`src/rtl/vga_fb_arbiter_if.sv`:
```
// Framebuffer arbiter bus: display read port, draw read/write port and the
// single-port RAM pins, grouped so the arbiter and its neighbours share one bundle.
interface vga_fb_arbiter_if #(
  parameter int ADDR_W = 19,
  parameter int DATA_W = 8
);
  logic              disp_req;
  logic [ADDR_W-1:0] disp_addr;
  logic              disp_gnt;
  logic              disp_rvalid;
  logic [DATA_W-1:0] disp_rdata;

  logic              drw_req;
  logic              drw_we;
  logic [ADDR_W-1:0] drw_addr;
  logic [DATA_W-1:0] drw_wdata;
  logic              drw_gnt;
  logic              drw_rvalid;
  logic [DATA_W-1:0] drw_rdata;

  logic              mem_en;
  logic              mem_we;
  logic [ADDR_W-1:0] mem_addr;
  logic [DATA_W-1:0] mem_wdata;
  logic [DATA_W-1:0] mem_rdata;

  // Arbiter side
  modport slave (
    input  disp_req, disp_addr, drw_req, drw_we, drw_addr, drw_wdata, mem_rdata,
    output disp_gnt, disp_rvalid, disp_rdata, drw_gnt, drw_rvalid, drw_rdata,
           mem_en, mem_we, mem_addr, mem_wdata
  );

  // Requester / RAM side
  modport master (
    output disp_req, disp_addr, drw_req, drw_we, drw_addr, drw_wdata, mem_rdata,
    input  disp_gnt, disp_rvalid, disp_rdata, drw_gnt, drw_rvalid, drw_rdata,
           mem_en, mem_we, mem_addr, mem_wdata
  );
endinterface

```
`src/rtl/vga_fb_arbiter.sv`:
```
// Single-port framebuffer arbiter. Display scan-out has priority; a starvation
// guard forces one draw slot after MAX_STARVE consecutive denied draw cycles.
// Commands are registered onto the RAM pins; a tag pipeline steers read-valid
// pulses back to the issuing port in grant order.
module vga_fb_arbiter #(
  parameter int ADDR_W     = 19,
  parameter int DATA_W     = 8,
  parameter int RD_LAT     = 2,
  parameter int MAX_STARVE = 8
) (
  input  logic             clk,
  input  logic             rst,
  vga_fb_arbiter_if.slave  bus
);

  localparam int CNT_W = $clog2(MAX_STARVE + 1);
  localparam int TAG_D = RD_LAT + 1;

  typedef enum logic [0:0] {
    ST_NORMAL = 1'b0,
    ST_FORCE  = 1'b1
  } state_t;

  state_t            state_q, state_d;
  logic [CNT_W-1:0]  starve_q, starve_d;
  logic              disp_gnt_s, drw_gnt_s;

  logic              mem_en_q, mem_we_q;
  logic [ADDR_W-1:0] mem_addr_q;
  logic [DATA_W-1:0] mem_wdata_q;

  // Tag pipeline: valid marks a read grant, owner 1 = draw port.
  logic [TAG_D-1:0]  tag_vld_q, tag_own_q;

  // Grant selection, starve counter update and state transition.
  always_comb begin
    state_d    = state_q;
    starve_d   = starve_q;
    disp_gnt_s = 1'b0;
    drw_gnt_s  = 1'b0;

    case (state_q)
      ST_NORMAL: begin
        if (bus.disp_req) begin
          disp_gnt_s = 1'b1;
        end else begin
          drw_gnt_s = bus.drw_req;
        end
      end
      ST_FORCE: begin
        drw_gnt_s = bus.drw_req;
      end
      default: begin
        disp_gnt_s = 1'b0;
        drw_gnt_s  = 1'b0;
      end
    endcase

    if (bus.drw_req && !drw_gnt_s) begin
      if (starve_q < CNT_W'(MAX_STARVE)) begin
        starve_d = starve_q + CNT_W'(1);
      end else begin
        starve_d = starve_q;
      end
    end else begin
      starve_d = '0;
    end

    // The forced slot lasts one cycle; the grant in it clears the counter.
    if ((state_q == ST_NORMAL) && (starve_d == CNT_W'(MAX_STARVE))) begin
      state_d = ST_FORCE;
    end else begin
      state_d = ST_NORMAL;
    end
  end

  // Arbitration state and starve counter registers.
  always_ff @(posedge clk or negedge rst) begin
    if (!rst) begin
      state_q  <= ST_NORMAL;
      starve_q <= '0;
    end else begin
      state_q  <= state_d;
      starve_q <= starve_d;
    end
  end

  // Register the granted command onto the RAM pins; address/data hold when idle.
  always_ff @(posedge clk or negedge rst) begin
    if (!rst) begin
      mem_en_q    <= 1'b0;
      mem_we_q    <= 1'b0;
      mem_addr_q  <= '0;
      mem_wdata_q <= '0;
    end else begin
      mem_en_q <= disp_gnt_s | drw_gnt_s;
      mem_we_q <= drw_gnt_s & bus.drw_we;
      if (disp_gnt_s) begin
        mem_addr_q <= bus.disp_addr;
      end else if (drw_gnt_s) begin
        mem_addr_q  <= bus.drw_addr;
        mem_wdata_q <= bus.drw_wdata;
      end else begin
        mem_addr_q  <= mem_addr_q;
        mem_wdata_q <= mem_wdata_q;
      end
    end
  end

  // Shift read tags so each pulse lands when the RAM returns that read's data.
  always_ff @(posedge clk or negedge rst) begin
    if (!rst) begin
      tag_vld_q <= '0;
      tag_own_q <= '0;
    end else begin
      tag_vld_q <= {tag_vld_q[TAG_D-2:0], disp_gnt_s | (drw_gnt_s & ~bus.drw_we)};
      tag_own_q <= {tag_own_q[TAG_D-2:0], drw_gnt_s};
    end
  end

  assign bus.disp_gnt    = disp_gnt_s;
  assign bus.drw_gnt     = drw_gnt_s;
  assign bus.mem_en      = mem_en_q;
  assign bus.mem_we      = mem_we_q;
  assign bus.mem_addr    = mem_addr_q;
  assign bus.mem_wdata   = mem_wdata_q;
  assign bus.disp_rvalid = tag_vld_q[TAG_D-1] & ~tag_own_q[TAG_D-1];
  assign bus.drw_rvalid  = tag_vld_q[TAG_D-1] &  tag_own_q[TAG_D-1];
  assign bus.disp_rdata  = bus.mem_rdata;
  assign bus.drw_rdata   = bus.mem_rdata;

endmodule

```
`src/flat_wrapper.sv`:
```
// flat-port wrapper written by rule: the top's interface ports become plain ports
module vga_fb_arbiter_flat 
#(
  parameter int ADDR_W     = 19,
  parameter int DATA_W     = 8,
  parameter int RD_LAT     = 2,
  parameter int MAX_STARVE = 8
)
  (clk, rst, bus_disp_req, bus_disp_addr, bus_drw_req, bus_drw_we, bus_drw_addr, bus_drw_wdata, bus_mem_rdata, bus_disp_gnt, bus_disp_rvalid, bus_disp_rdata, bus_drw_gnt, bus_drw_rvalid, bus_drw_rdata, bus_mem_en, bus_mem_we, bus_mem_addr, bus_mem_wdata);
  vga_fb_arbiter_if #(.ADDR_W(ADDR_W), .DATA_W(DATA_W)) bus_i ();
  input  logic clk;
  input  logic rst;
  input wire logic [$bits(bus_i.disp_req)-1:0] bus_disp_req;
  input wire logic [$bits(bus_i.disp_addr)-1:0] bus_disp_addr;
  input wire logic [$bits(bus_i.drw_req)-1:0] bus_drw_req;
  input wire logic [$bits(bus_i.drw_we)-1:0] bus_drw_we;
  input wire logic [$bits(bus_i.drw_addr)-1:0] bus_drw_addr;
  input wire logic [$bits(bus_i.drw_wdata)-1:0] bus_drw_wdata;
  input wire logic [$bits(bus_i.mem_rdata)-1:0] bus_mem_rdata;
  output wire logic [$bits(bus_i.disp_gnt)-1:0] bus_disp_gnt;
  output wire logic [$bits(bus_i.disp_rvalid)-1:0] bus_disp_rvalid;
  output wire logic [$bits(bus_i.disp_rdata)-1:0] bus_disp_rdata;
  output wire logic [$bits(bus_i.drw_gnt)-1:0] bus_drw_gnt;
  output wire logic [$bits(bus_i.drw_rvalid)-1:0] bus_drw_rvalid;
  output wire logic [$bits(bus_i.drw_rdata)-1:0] bus_drw_rdata;
  output wire logic [$bits(bus_i.mem_en)-1:0] bus_mem_en;
  output wire logic [$bits(bus_i.mem_we)-1:0] bus_mem_we;
  output wire logic [$bits(bus_i.mem_addr)-1:0] bus_mem_addr;
  output wire logic [$bits(bus_i.mem_wdata)-1:0] bus_mem_wdata;
  assign bus_i.disp_req = bus_disp_req;
  assign bus_i.disp_addr = bus_disp_addr;
  assign bus_i.drw_req = bus_drw_req;
  assign bus_i.drw_we = bus_drw_we;
  assign bus_i.drw_addr = bus_drw_addr;
  assign bus_i.drw_wdata = bus_drw_wdata;
  assign bus_i.mem_rdata = bus_mem_rdata;
  assign bus_disp_gnt = bus_i.disp_gnt;
  assign bus_disp_rvalid = bus_i.disp_rvalid;
  assign bus_disp_rdata = bus_i.disp_rdata;
  assign bus_drw_gnt = bus_i.drw_gnt;
  assign bus_drw_rvalid = bus_i.drw_rvalid;
  assign bus_drw_rdata = bus_i.drw_rdata;
  assign bus_mem_en = bus_i.mem_en;
  assign bus_mem_we = bus_i.mem_we;
  assign bus_mem_addr = bus_i.mem_addr;
  assign bus_mem_wdata = bus_i.mem_wdata;
  vga_fb_arbiter #(.ADDR_W(ADDR_W), .DATA_W(DATA_W), .RD_LAT(RD_LAT), .MAX_STARVE(MAX_STARVE)) u_core (.clk(clk), .rst(rst), .bus(bus_i));
endmodule
```
`config.mk`:
```
export PLATFORM = sky130hd
export DESIGN_NAME = vga_fb_arbiter_flat
export DESIGN_NICKNAME = d
export VERILOG_FILES = /design/src/rtl/vga_fb_arbiter_if.sv /design/src/rtl/vga_fb_arbiter.sv /design/src/flat_wrapper.sv
export SDC_FILE = /design/constraint.sdc
export NUM_CORES = 1
export LEC_CHECK = 0
export BUFFER_PORTS_ARGS = -buffer_cell sky130_fd_sc_hd__buf_2
export CORE_ASPECT_RATIO = 1.4
export CORE_UTILIZATION = 38
export CTS_CLUSTER_SIZE = 14
export DETAILED_ROUTE_END_ITERATION = 16
export GPL_TIMING_DRIVEN = 0
export PLACE_DENSITY_LB_ADDON = 0.1
export REMOVE_ABC_BUFFERS = 1
export SYNTH_ARGS = -nofsm -noshare
export SYNTH_HDL_FRONTEND = slang
export SYNTH_SLANG_ARGS = --single-unit
```
`constraint.sdc`:
```
create_clock -name clk -period 1.3 [get_ports clk]
set_input_delay 0.065 -clock clk [delete_from_list [all_inputs] [get_ports clk]]
set_output_delay 0.065 -clock clk [all_outputs]
set_load 0.005 [all_outputs]
```
==> After elaboration in Yosys (flattened, before gate mapping) <==
Index checks and enable logic that the tools add are counted.
{ "op_classes": {"add_sub_neg": 1, "n_bitwise": 10, "n_eq_ne": 1, "order_cmp": 1, "muxes": 9, "n_reduce_logical": 5} }
{ "op_table": {"columns": ["cell", "count"], "rows": [
  ["two-way mux 19 bit", 2],
  ["two-way mux 4 bit", 2],
  ["adder 4 x 1 -> 4 bit (second input constant)", 1],
  ["bitwise AND 1 bit", 4],
  ["equality test 4 bit (second input constant)", 1],
  ["less-than comparator 4 bit (second input constant)", 1],
  ["two-way mux 1 bit", 4],
  ["inverter 1 bit", 4],
  ["logical AND 1 bit", 2],
  ["bitwise OR 1 bit", 2],
  ["one-hot mux 1 bit (2 select lines)", 1],
  ["AND reduction 2 bit", 1],
  ["nonzero test 2 bit", 1],
  ["logical NOT 1 bit", 1]
]} }
{ "word_totals": {"ff_bits": 40} }

==> Logic depth before layout (Yosys ltp) <==
Gate-level depths: netlist of the first run.
{ "logic_depth": {"word_depth": 8, "ltp_mapped": 6} }

==> Worst setup path before layout of the first run <==
No wires, ideal clock.
{ "synth_timing": {"path_kind": "register to register", "start": "register u_core.starve_q[0]", "end": "register u_core.state_q", "path_buffers": 0, "stages_incl_launch_ff": 5, "slack_ps": -194, "arrival_time_ps": 1430, "cell_sequence": "dfrtp_1 > ha_1 > or4b_1 > a21oi_1 > o21a_1"} }
{ "synth_via": {"elab_chain_len": 6, "elab_cells_between_ends": 7, "cone_classes": "add/sub (1); order compare (1); eq/ne (1); mux (3); reduce/logical (1)"} }
{ "synth_rtl": {"columns": ["element", "line_no", "source"], "rows": [
  ["start, declared", "vga_fb_arbiter.sv:25", "logic [CNT_W-1:0] starve_q, starve_d;"],
  ["start signal, assigned", "vga_fb_arbiter.sv:84", "starve_q <= starve_d;"],
  ["adder 4 x 1 -> 4 bit or less-than comparator 4 bit (tied branches)", "vga_fb_arbiter.sv:61, vga_fb_arbiter.sv:60", null],
  ["two-way mux 4 bit (*)", "vga_fb_arbiter.sv:60", "if (starve_q < CNT_W'(MAX_STARVE)) begin"],
  ["two-way mux 4 bit (*)", "vga_fb_arbiter.sv:59", "if (bus.drw_req && !drw_gnt_s) begin"],
  ["equality test 4 bit (*)", "vga_fb_arbiter.sv:70", "if ((state_q == ST_NORMAL) && (starve_d == CNT_W'(MAX_STARVE))) begin"],
  ["logical AND 1 bit (*)", "vga_fb_arbiter.sv:70", null],
  ["two-way mux 1 bit (*)", "vga_fb_arbiter.sv:70", null],
  ["named net u_core.state_d", "vga_fb_arbiter.sv:24", "state_t state_q, state_d;"],
  ["end signal, assigned", "vga_fb_arbiter.sv:83", "state_q <= state_d;"],
  ["end, declared", "vga_fb_arbiter.sv:24", null]
]} }
The timed path passes the listed nets; every way through them passes the cells marked *.
A chain may end at the register's enable or synchronous reset.

==> Worst setup path in the final report of the first run <==
{ "layout_timing": {"start": "register u_core.starve_q[1]", "end": "register u_core.state_q"} }
The elaborated chain is that of the path after synthesis.

==> results.yml, run 1 <==
status:
  status: "finished with violations"
  violations: "negative setup slack"
global_route:
  grt_overflow: 0
  grt_pass1_wl_um: 6310
  gr-usage-met1_pct: 18.6
  grtUsageMet2_pct: 30.9
  antenna_found_initial: 0
  top_usage_layer: "met2"
  grt_max_degree: 41
  met3_usage_pct: 6.07
  track_usage_pct: 17.5
  grt_pass1_vias: 1405
pwr:
  static-leakage-power_uw: 0.00134
  p_clk_share_pct: 31.0
  sequentialPowerShare_pct: 50.4
  combPwrFrac_pct: 18.6
  ir_worst_vdd_uv: 926
  switching_share_pct: 25.4
  power.total_uw: 2790
  p_int_uw: 2080
  switchingPower_uw: 707
  power.density_nw_per_um2: 1060
synth:
  synth_top_area_share_pct: 56.6
  synth-edff-count: 0
  syn_area_sq_um: 1770
  synth_commonest_cells: "dfrtp_1, nand2_1, mux2i_1"
  synth_top_family_by_area: "multiplexers"
  postSynthCellCount: 154
  ys_ff_latch: 40
  ys_seq_area_share_pct: 56.6
  synth-xor-area-share_pct: 0.991
  synth.most_common_cell: "dfrtp_1"
  synthMuxAreaShare_pct: 16.4
  synth.area.top_cells: "dfrtp_1, mux2i_1, buf_4, o21ai_0, mux2_2"
  syn_area_per_cell_sq_um: 11.5
  ys.flop_type: "dfrtp_1"
  synthAdderAreaFrac_pct: 0.708
  yosys.area_share.simple_pct: 9.27
  synth_cell_types: 26
  synth_compound_area_share_pct: 6.72
  yosysWarnings: 0
  yosysTopAreaCell: "dfrtp_1"
  synth-async-reset-ratio_pct: 100
sta:
  relSlewSlack_pct: 39.9
  finalMaxSlewViolations: 0
  rsz0062_at_grt: "yes"
  fin_crit_ns: 1.48
  fin_skew_ns: 0.00118
  setup_slack_ns: -0.184
  finalSetupViolCount: 1
  fin_crit_sh_pct: 114
  worstMarginPinSlew_ns: 0.901
  fmax_mhz: 674
  final_hold_viol_count: 0
placed_design:
  placed_area_sq_um: 2110
  placedCellCount: 276
  gp_congestion: 0.658
  post-dp-hpwl_um: 2720
  io_buffers: 83
setup_path:
  slowest_stage: "or4b_4"
  timing.rr.start: "u_core.starve_q[1]$_DFF_PN0_"
  critPathLaunchType: "flip-flop"
  slowest_delay_ns: 0.48
  r2r-end: "u_core.state_q$_DFF_PN0_"
  cpLargestDelayFamily: "simple AND/OR/NAND/NOR gates"
  reg2reg_depth: 4
  path_max_fanout: 2
  arrival_ns: 1.72
  crit_required_ns: 1.53
  r2r_slack_ns: -0.18
  path_class: "reg -> reg"
  worstPathCellList: "ha_4 -> or4b_4 -> a21oi_2 -> o21a_1"
  cp-end-kind: "flip-flop"
  path_buf_inv: 0
layout:
  layout.cells.non_filler: 324
  design_area_sq_um: 2640
  diodes: 0
  layout-drive-gt1-share_pct: 45.8
  nets: 321
  synthToLayoutAreaGrowth_pct: 49.0
  n_fill_cell: 410
detailed_routing:
  drtIter0Drc: 34
  drt-total-wl_um: 4420
  routedWlPerCell_um: 13.6
  vias: 1482
  drc: 0
  firstDrtPassIters: 5
  final_antenna_net_count: 0
  routed_via_density: 4.57
floorplanning:
  num_rows: 29
  dieArea_sq_um: 4930
  die_h_um: 82.7
  die_w_um: 59.6
  pin_count: 108
  start_util_pct: 39.3
  core-area_sq_um: 4500
cts:
  ctsLongestPathBuffers: 2
  clock_sinks: 40
  cts_root_buffer: "clkbuf_8"
  cts_htree_levels: 2
  numCtsBuffers: 5
  insertion_delay_ns: 0.29
  cts_tree: "yes"
  cts.clk_slew.worst_paths_ns: 0.08
hold_path:
  hold_end: "u_core.bus.mem_wdata[2]$_DFFE_PN0P_"
  min_from: "bus_drw_wdata[2]"
  hold-path-cell-count: 2
  min_path_type: "in -> reg"
run:
  drv_cap: 0
==> cell usage in the layout, fill, tap and decap left out, drive strengths merged, types with 2 or more instances in the layout <==
master       instances
nor2                 4
o21ai               20
inv                  2
dfrtp               40
clkbuf               6
mux2i               20
buf                 93
clkinvlp             6
nand2               21
dlygate4sd3         27
mux2                 8
==> how the worst max path moves through the flow <==
stage                                       from                                  to  slack (ns)  depth (start not counted)
floorplan           u_core.starve_q[0]$_DFF_PN0_            u_core.state_q$_DFF_PN0_       -0.19                          4
CTS                 u_core.starve_q[0]$_DFF_PN0_            u_core.state_q$_DFF_PN0_       -0.18                          4
finish              u_core.starve_q[1]$_DFF_PN0_            u_core.state_q$_DFF_PN0_       -0.18                          4
global route        u_core.starve_q[1]$_DFF_PN0_            u_core.state_q$_DFF_PN0_       -0.22                          4
global placement        u_core.state_q$_DFF_PN0_  u_core.bus.mem_addr[0]$_DFFE_PN0P_       -0.38                          3
detailed placement      u_core.state_q$_DFF_PN0_  u_core.bus.mem_addr[6]$_DFFE_PN0P_       -0.44                          3
==> flip-flops by register name, summed over array words and instances, names as in the netlist <==
register,count
u_core.tag_own_q,3
u_core.bus.mem_wdata,8
u_core.bus.mem_addr,19
u_core.state_q,1
u_core.starve_q,4
u_core.bus.mem_en,1
u_core.bus.mem_we,1
u_core.tag_vld_q,3
==> metrics by stage <==
stage                     hold slack [ns]  utilization (%)  worst slack, ns  TNS (ns)
final                             0.00762             58.6           -0.184    -0.184
after global routing               0.0138             58.6           -0.221    -0.221
after CTS                         0.00381             57.4           -0.177    -0.252
after detailed placement            0.130             46.9           -0.442    -10.57
after global placement              0.130             46.9           -0.384     -8.96
after floorplan                    -0.231                -           -0.194     -1.67
==> power by group through the flow <==
| stage | sequential, uW | clock, uW | combinational [uW] |
|---|---|---|---|
| 2_1_floorplan | 1440 | 0 | 143 |
| 4_1_cts | 1400 | 888 | 504 |
| 3_3_place_gp | 1420 | 0 | 390 |
| 5_1_grt | 1420 | 938 | 574 |
| 6_report | 1400 | 865 | 518 |
| 3_5_place_dp | 1430 | 0 | 405 |
==> what timing repair did <==
item	in CTS	in global routing
resized for setup	9	1
hold endpoints to repair	65	1
setup buffers	7	3
cloned	2	1
endpoints found under the setup margin	30	11
hold buffers	26	1
pin swaps	1	3
==> metal layers <==
metal | routed length [um] | vias to the layer above
met2 | 2300 | 76
met3 | 312 | 7
met1 | 1730 | 685
met5 | 0 | -
li1 | - | 714
met4 | 76 | 0
==> cells by family after synthesis <==
logic type | Yosys count
XOR/XNOR | 2
adder cells (fa/ha/maj) | 1
AO/OA/AOI/OAI | 23
flip-flops | 40
AND/OR/NAND/NOR | 34
buffers and inverters | 26
multiplexers | 28
==> layout make-up <==
type	instances	area (sq um)	area share [%]
Sequential cell	40	1000	38.0
Timing Repair Buffer	120	786	29.8
Multi-Input combinational cell	88	638	24.2
Clock buffer	6	82.6	3.13
Tap cell	62	77.6	2.94
Timing Repair inverter	3	20.0	0.760
Clock inverter	2	15.0	0.570
Inverter	3	15.0	0.570
No activity file was read; power rests on OpenSTA's default activity.
==> run 2: changes to the inputs <==
--- a/config.mk
+++ b/config.mk
@@ -7,7 +7,7 @@
 export LEC_CHECK = 0
 export BUFFER_PORTS_ARGS = -buffer_cell sky130_fd_sc_hd__buf_2
 export CORE_ASPECT_RATIO = 1.4
-export CORE_UTILIZATION = 38
+export CORE_UTILIZATION = 46
 export CTS_CLUSTER_SIZE = 14
 export DETAILED_ROUTE_END_ITERATION = 16
 export GPL_TIMING_DRIVEN = 0
==> constraint.sdc (replaced) <==
create_clock -name clk -period 1.75 [get_ports clk]
set_input_delay 0.0875 -clock clk [delete_from_list [all_inputs] [get_ports clk]]
set_output_delay 0.0875 -clock clk [all_outputs]
set_load 0.005 [all_outputs]
==> run 2 against run 1 <==
  * The flow now finishes without violations
  * Hold slack gained 0.0037 ns
  * Via count fell by 5.7%
  * Die area decreased by 17%
  * Sequential cell count is the same
==> results.yml, run 2 (synthesized netlist as in run 1, its figures left out) <==
status:
  status: "completed"
global_route:
  grt_pass1_wl_um: 5410
  grt_overflow: 0
  antenna_found_initial: 0
  grt_max_degree: 41
  grt_pass1_vias: 1249
  track_usage_pct: 19.2
sta:
  fmax_mhz: 608
  final_hold_viol_count: 0
  finalSetupViolCount: 0
  fin_skew_ns: 0.00315
  finalMaxSlewViolations: 0
  rsz0062_at_grt: "yes"
  fin_crit_ns: 1.64
  relSlewSlack_pct: 43.9
  fin_crit_sh_pct: 93.9
  worstMarginPinSlew_ns: 0.841
  fin_hold_ws_ns: 0.0113
detailed_routing:
  drc: 0
  routed_via_density: 5.03
  final_antenna_net_count: 0
  drtIter0Drc: 9
  routedWlPerCell_um: 13.6
  vias: 1397
  wl_met1_um: 1380
  drt-total-wl_um: 3790
  wl_met3_um: 404
  top_layer_used: "met4"
  dr_wl_met2_um: 1960
  firstDrtPassIters: 4
cts:
  numCtsBuffers: 5
  cts.clk_slew.worst_paths_ns: 0.08
  insertion_delay_ns: 0.29
  ctsLongestPathBuffers: 2
  cts_root_buffer: "clkbuf_8"
  clock_sinks: 40
  cts_htree_levels: 2
  cts_tree: "yes"
  postCtsSetupBuffers: 0
pwr:
  static-leakage-power_uw: 0.00122
  power.density_nw_per_um2: 899
  ir_worst_vdd_uv: 816
layout:
  diodes: 0
  largest_register_ffs: 19
  synthToLayoutAreaGrowth_pct: 32.3
  layout-drive-gt1-share_pct: 44.5
  nets: 295
  final_cell_mix: "buf_2, dfrtp_1, mux2i_1, nand2_1, o21ai_0"
  n_fill_cell: 312
  design_area_sq_um: 2340
  final_common_cell: "buf_2"
run:
  drv_cap: 0
floorplanning:
  dieArea_sq_um: 4100
  die_w_um: 54.4
  core-area_sq_um: 3680
  num_rows: 26
  pin_count: 108
  start_util_pct: 48.1
  die_h_um: 75.4
setup_path:
  worstPathCellList: "nand2b_1 -> clkinvlp_4 -> buf_2"
  slowest_stage: "nand2b_1"
  path_max_fanout: 10
  crit_required_ns: 1.66
  slowest_delay_ns: 0.37
  cp-end-kind: "primary output"
  critPathLaunchType: "flip-flop"
  arrival_ns: 1.56
  reg2reg_depth: 4
  path_class: "reg -> out"
placed_design:
  post-dp-hpwl_um: 2610
  io_buffers: 83
  placed_area_sq_um: 2080
  gp_congestion: 0.728
hold_path:
  hold-path-cell-count: 3
  min_path_type: "in -> reg"
[run 2: worst max-delay path: cells and delay by family (launching register included)]
| family | cells | cell delay [ns] |
|---|---|---|
| DFF | 1 | 0.33 |
| and+or+nand+nor | 1 | 0.37 |
| buffers and inverters | 2 | 0.56 |
[run 2: stage by stage]
step	TNS [ns]	std cells	setup slack [ns]	util [%]	total power (uW)
after floorplan	0	131	0.256	-	1170
after global placement	0	256	0.0900	56.7	1340
after detailed placement	-0.0157	256	-0.0157	56.7	1360
after CTS	0	277	0.0325	63.3	2140
after global routing	-0.00769	278	-0.00769	63.6	2230
final	0	278	0.106	63.6	2100
[run 2: where the power goes]
part / leakage (uW) / internal, uW / switching [uW] / total [uW]
Combinational: 0.000679 / 174 / 144 / 318
Sequential: 0.000487 / 1000 / 37.2 / 1040
Clock: 0.0000583 / 429 / 314 / 743
Total: 0.00122 / 1610 / 495 / 2100
[run 2: path summary, 6_finish.rpt]
kind / from / to / slack (ns)
hold reg to reg: u_core.tag_own_q[1]$_DFF_PN0_ / u_core.tag_own_q[2]$_DFF_PN0_ / 0.36
setup / recovery: u_core.state_q$_DFF_PN0_ / bus_disp_gnt / 0.11
max in group asynchronous: rst / u_core.bus.mem_addr[18]$_DFFE_PN0P_ / 0.79
min in group asynchronous: rst / u_core.bus.mem_addr[10]$_DFFE_PN0P_ / 0.44
hold / removal: bus_disp_addr[2] / u_core.bus.mem_addr[2]$_DFFE_PN0P_ / 0.01
setup reg to reg: u_core.starve_q[0]$_DFF_PN0_ / u_core.state_q$_DFF_PN0_ / 0.11
[run 2: timing repair]
| action | in CTS | in global routing |
|---|---|---|
| gates resized for setup | 1 | 2 |
| hold buffers | 12 | 0 |
| setup endpoints to repair | 4 | 16 |
| endpoints found under the hold margin | 51 | 0 |
| cloned | 1 | 1 |
[run 2: cell type report]
type | count | area, sq um | area share, %
clock inverter | 3 | 47.5 | 2.03
multi-input combinational | 88 | 606 | 25.9
sequential | 40 | 1000 | 42.8
timing repair inverter | 2 | 12.5 | 0.535
timing repair buffer | 95 | 536 | 22.9
clock buffer | 5 | 68.8 | 2.94
inverter | 3 | 15.0 | 0.642
tap | 42 | 52.6 | 2.25
[run 2: per-layer routing]
layer  track usage (%)  vias up
met5                 0        -
met4              6.84        0
met3              10.6        6
met2              33.3       83
met1              18.6      644
li1                  -      664
==> run 3: changes to the inputs <==
--- a/config.mk
+++ b/config.mk
@@ -7,7 +7,7 @@
 export LEC_CHECK = 0
 export BUFFER_PORTS_ARGS = -buffer_cell sky130_fd_sc_hd__buf_2
 export CORE_ASPECT_RATIO = 1.4
-export CORE_UTILIZATION = 46
+export CORE_UTILIZATION = 40
 export CTS_CLUSTER_SIZE = 14
 export DETAILED_ROUTE_END_ITERATION = 16
 export GPL_TIMING_DRIVEN = 0
==> constraint.sdc (replaced) <==
create_clock -name clk -period 1.9 [get_ports clk]
set_input_delay 0.095 -clock clk [delete_from_list [all_inputs] [get_ports clk]]
set_output_delay 0.095 -clock clk [all_outputs]
set_load 0.005 [all_outputs]
==> run 3 against run 2 <==
  * Utilization shrank 11 points
  * Hold slack lost 0.0010 ns
  * Count of clock-buffer cells in the layout grew 2
  * Combinational power shrank 14%
  * First-iteration DRC count grew to 4.1 times the previous value
  * Sequential share of layout area grew 2.1 points
  * Critical path type unchanged
  * Largest cell class unchanged
  * Highest routed layer unchanged
==> results.yml, run 3 (synthesized netlist as in run 1, its figures left out) <==
cts:
  numCtsBuffers: 5
  insertion_delay_ns: 0.28
  postCtsSetupBuffers: 0
  cts_root_buffer: "clkbuf_8"
  ctsLongestPathBuffers: 2
  cts_htree_levels: 2
  cts_tree: "yes"
  cts.clk_slew.worst_paths_ns: 0.07
  clock_sinks: 40
sta:
  worstMarginPinSlew_ns: 0.871
  rsz0062_at_grt: "no"
  tns_ns: 0
  finalMaxSlewViolations: 0
  fin_skew_ns: 0.00624
  finalSetupViolCount: 0
  setup_slack_ns: 0.263
  relSlewSlack_pct: 41.9
  fin_crit_sh_pct: 86.1
  fmax_mhz: 611
  final_hold_viol_count: 0
  fin_crit_ns: 1.64
hold_path:
  hold-path-cell-count: 3
  min_path_type: "in -> reg"
layout:
  largest_register_ffs: 19
  final_cell_mix: "buf_2, dfrtp_1, nand2_1"
  layout-drive-gt1-share_pct: 45.3
  nets: 284
  final_common_cell: "buf_2"
  diodes: 0
  design_area_sq_um: 2230
  synthToLayoutAreaGrowth_pct: 26.0
  n_fill_cell: 402
placed_design:
  placed_area_sq_um: 2110
  post-place-ws_ns: 0.193
  post-dp-hpwl_um: 2640
  gp_congestion: 0.683
  io_buffers: 83
global_route:
  grt_pass1_wl_um: 5580
  grt_pass1_vias: 1251
  grt_overflow: 0
  antenna_found_initial: 0
  grt_max_degree: 41
  track_usage_pct: 15.9
pwr:
  ir_worst_vdd_uv: 555
  power.total_uw: 1800
  static-leakage-power_uw: 0.00117
  power.density_nw_per_um2: 808
floorplanning:
  pin_count: 108
  die_h_um: 80.7
  dieArea_sq_um: 4690
  core-area_sq_um: 4240
  die_w_um: 58.2
  start_util_pct: 41.7
  num_rows: 28
detailed_routing:
  drt-total-wl_um: 3660
  drtIter0Drc: 37
  drc: 0
  routedWlPerCell_um: 12.8
  vias: 1334
  firstDrtPassIters: 3
  routed_via_density: 4.68
  final_antenna_net_count: 0
setup_path:
  cp-end-kind: "primary output"
  path_max_fanout: 20
  slowest_stage: "clkinvlp_4"
  critPathLaunchType: "flip-flop"
  arrival_ns: 1.54
  reg2reg_depth: 3
  path_class: "reg -> out"
  slowest_delay_ns: 0.39
  worstPathCellList: "nand2b_1 -> clkinvlp_4 -> buf_2"
  crit_required_ns: 1.80
run:
  drv_cap: 0
status:
  status: "completed"
run 3: final cells by class:
type	instances	area (sq um)	area share [%]
sequential	40	1000	44.9
multi-input combinational	88	603	27.1
timing repair buffer	85	435	19.5
clock buffer	7	86.3	3.87
tap	60	75.1	3.37
inverter	3	15.0	0.674
clock inverter	1	7.51	0.337
timing repair inverter	1	5.00	0.225
run 3: path summary, 6_finish.rpt:
path	from	slack, ns	to
max	u_core.state_q$_DFF_PN0_	0.26	bus_disp_gnt
max reg2reg	u_core.state_q$_DFF_PN0_	0.28	u_core.bus.mem_addr[16]$_DFFE_PN0P_
min in group asynchronous	rst	0.47	u_core.state_q$_DFF_PN0_
min reg2reg	u_core.tag_vld_q[0]$_DFF_PN0_	0.35	u_core.tag_vld_q[1]$_DFF_PN0_
min	bus_disp_addr[11]	0.01	u_core.bus.mem_addr[11]$_DFFE_PN0P_
max in group asynchronous	rst	0.90	u_core.starve_q[2]$_DFF_PN0_
run 3: layer usage:
metal / global-route usage (%) / routed length, um / up-vias
met5: 0 / 0 / -
met4: 6.43 / 56 / 0
met3: 8.21 / 384 / 6
met2: 26.1 / 1760 / 75
met1: 17.0 / 1460 / 613
li1: - / - / 640
run 3: metrics by stage:
stage                     util, %  instances  hold WS, ns
after floorplan                 -        131       -0.201
after global placement       49.7        274        0.190
after detailed placement     49.7        274        0.190
after CTS                    52.4        284      0.00226
after global routing         52.6        285       0.0235
final                        52.6        285       0.0103
run 3: power breakdown:
part | internal, uW | switching, uW
clock | 295 | 273
combinational | 146 | 128
sequential | 926 | 33.1
total | 1370 | 434
run 3: timing repair:
item                                    4_1_cts  5_1_grt
gates resized for setup                       1        0
hold buffers                                  2        0
cloned                                        0        1
endpoints found under the setup margin        1        1
hold endpoints to repair                     41        0
run 3: worst max-delay path, delay by kind of cell (launching register included):
family                 cells  cell delay (ns)
flip-flops                 1             0.33
buffers and inverters      2             0.63
AND/OR/NAND/NOR            1             0.28
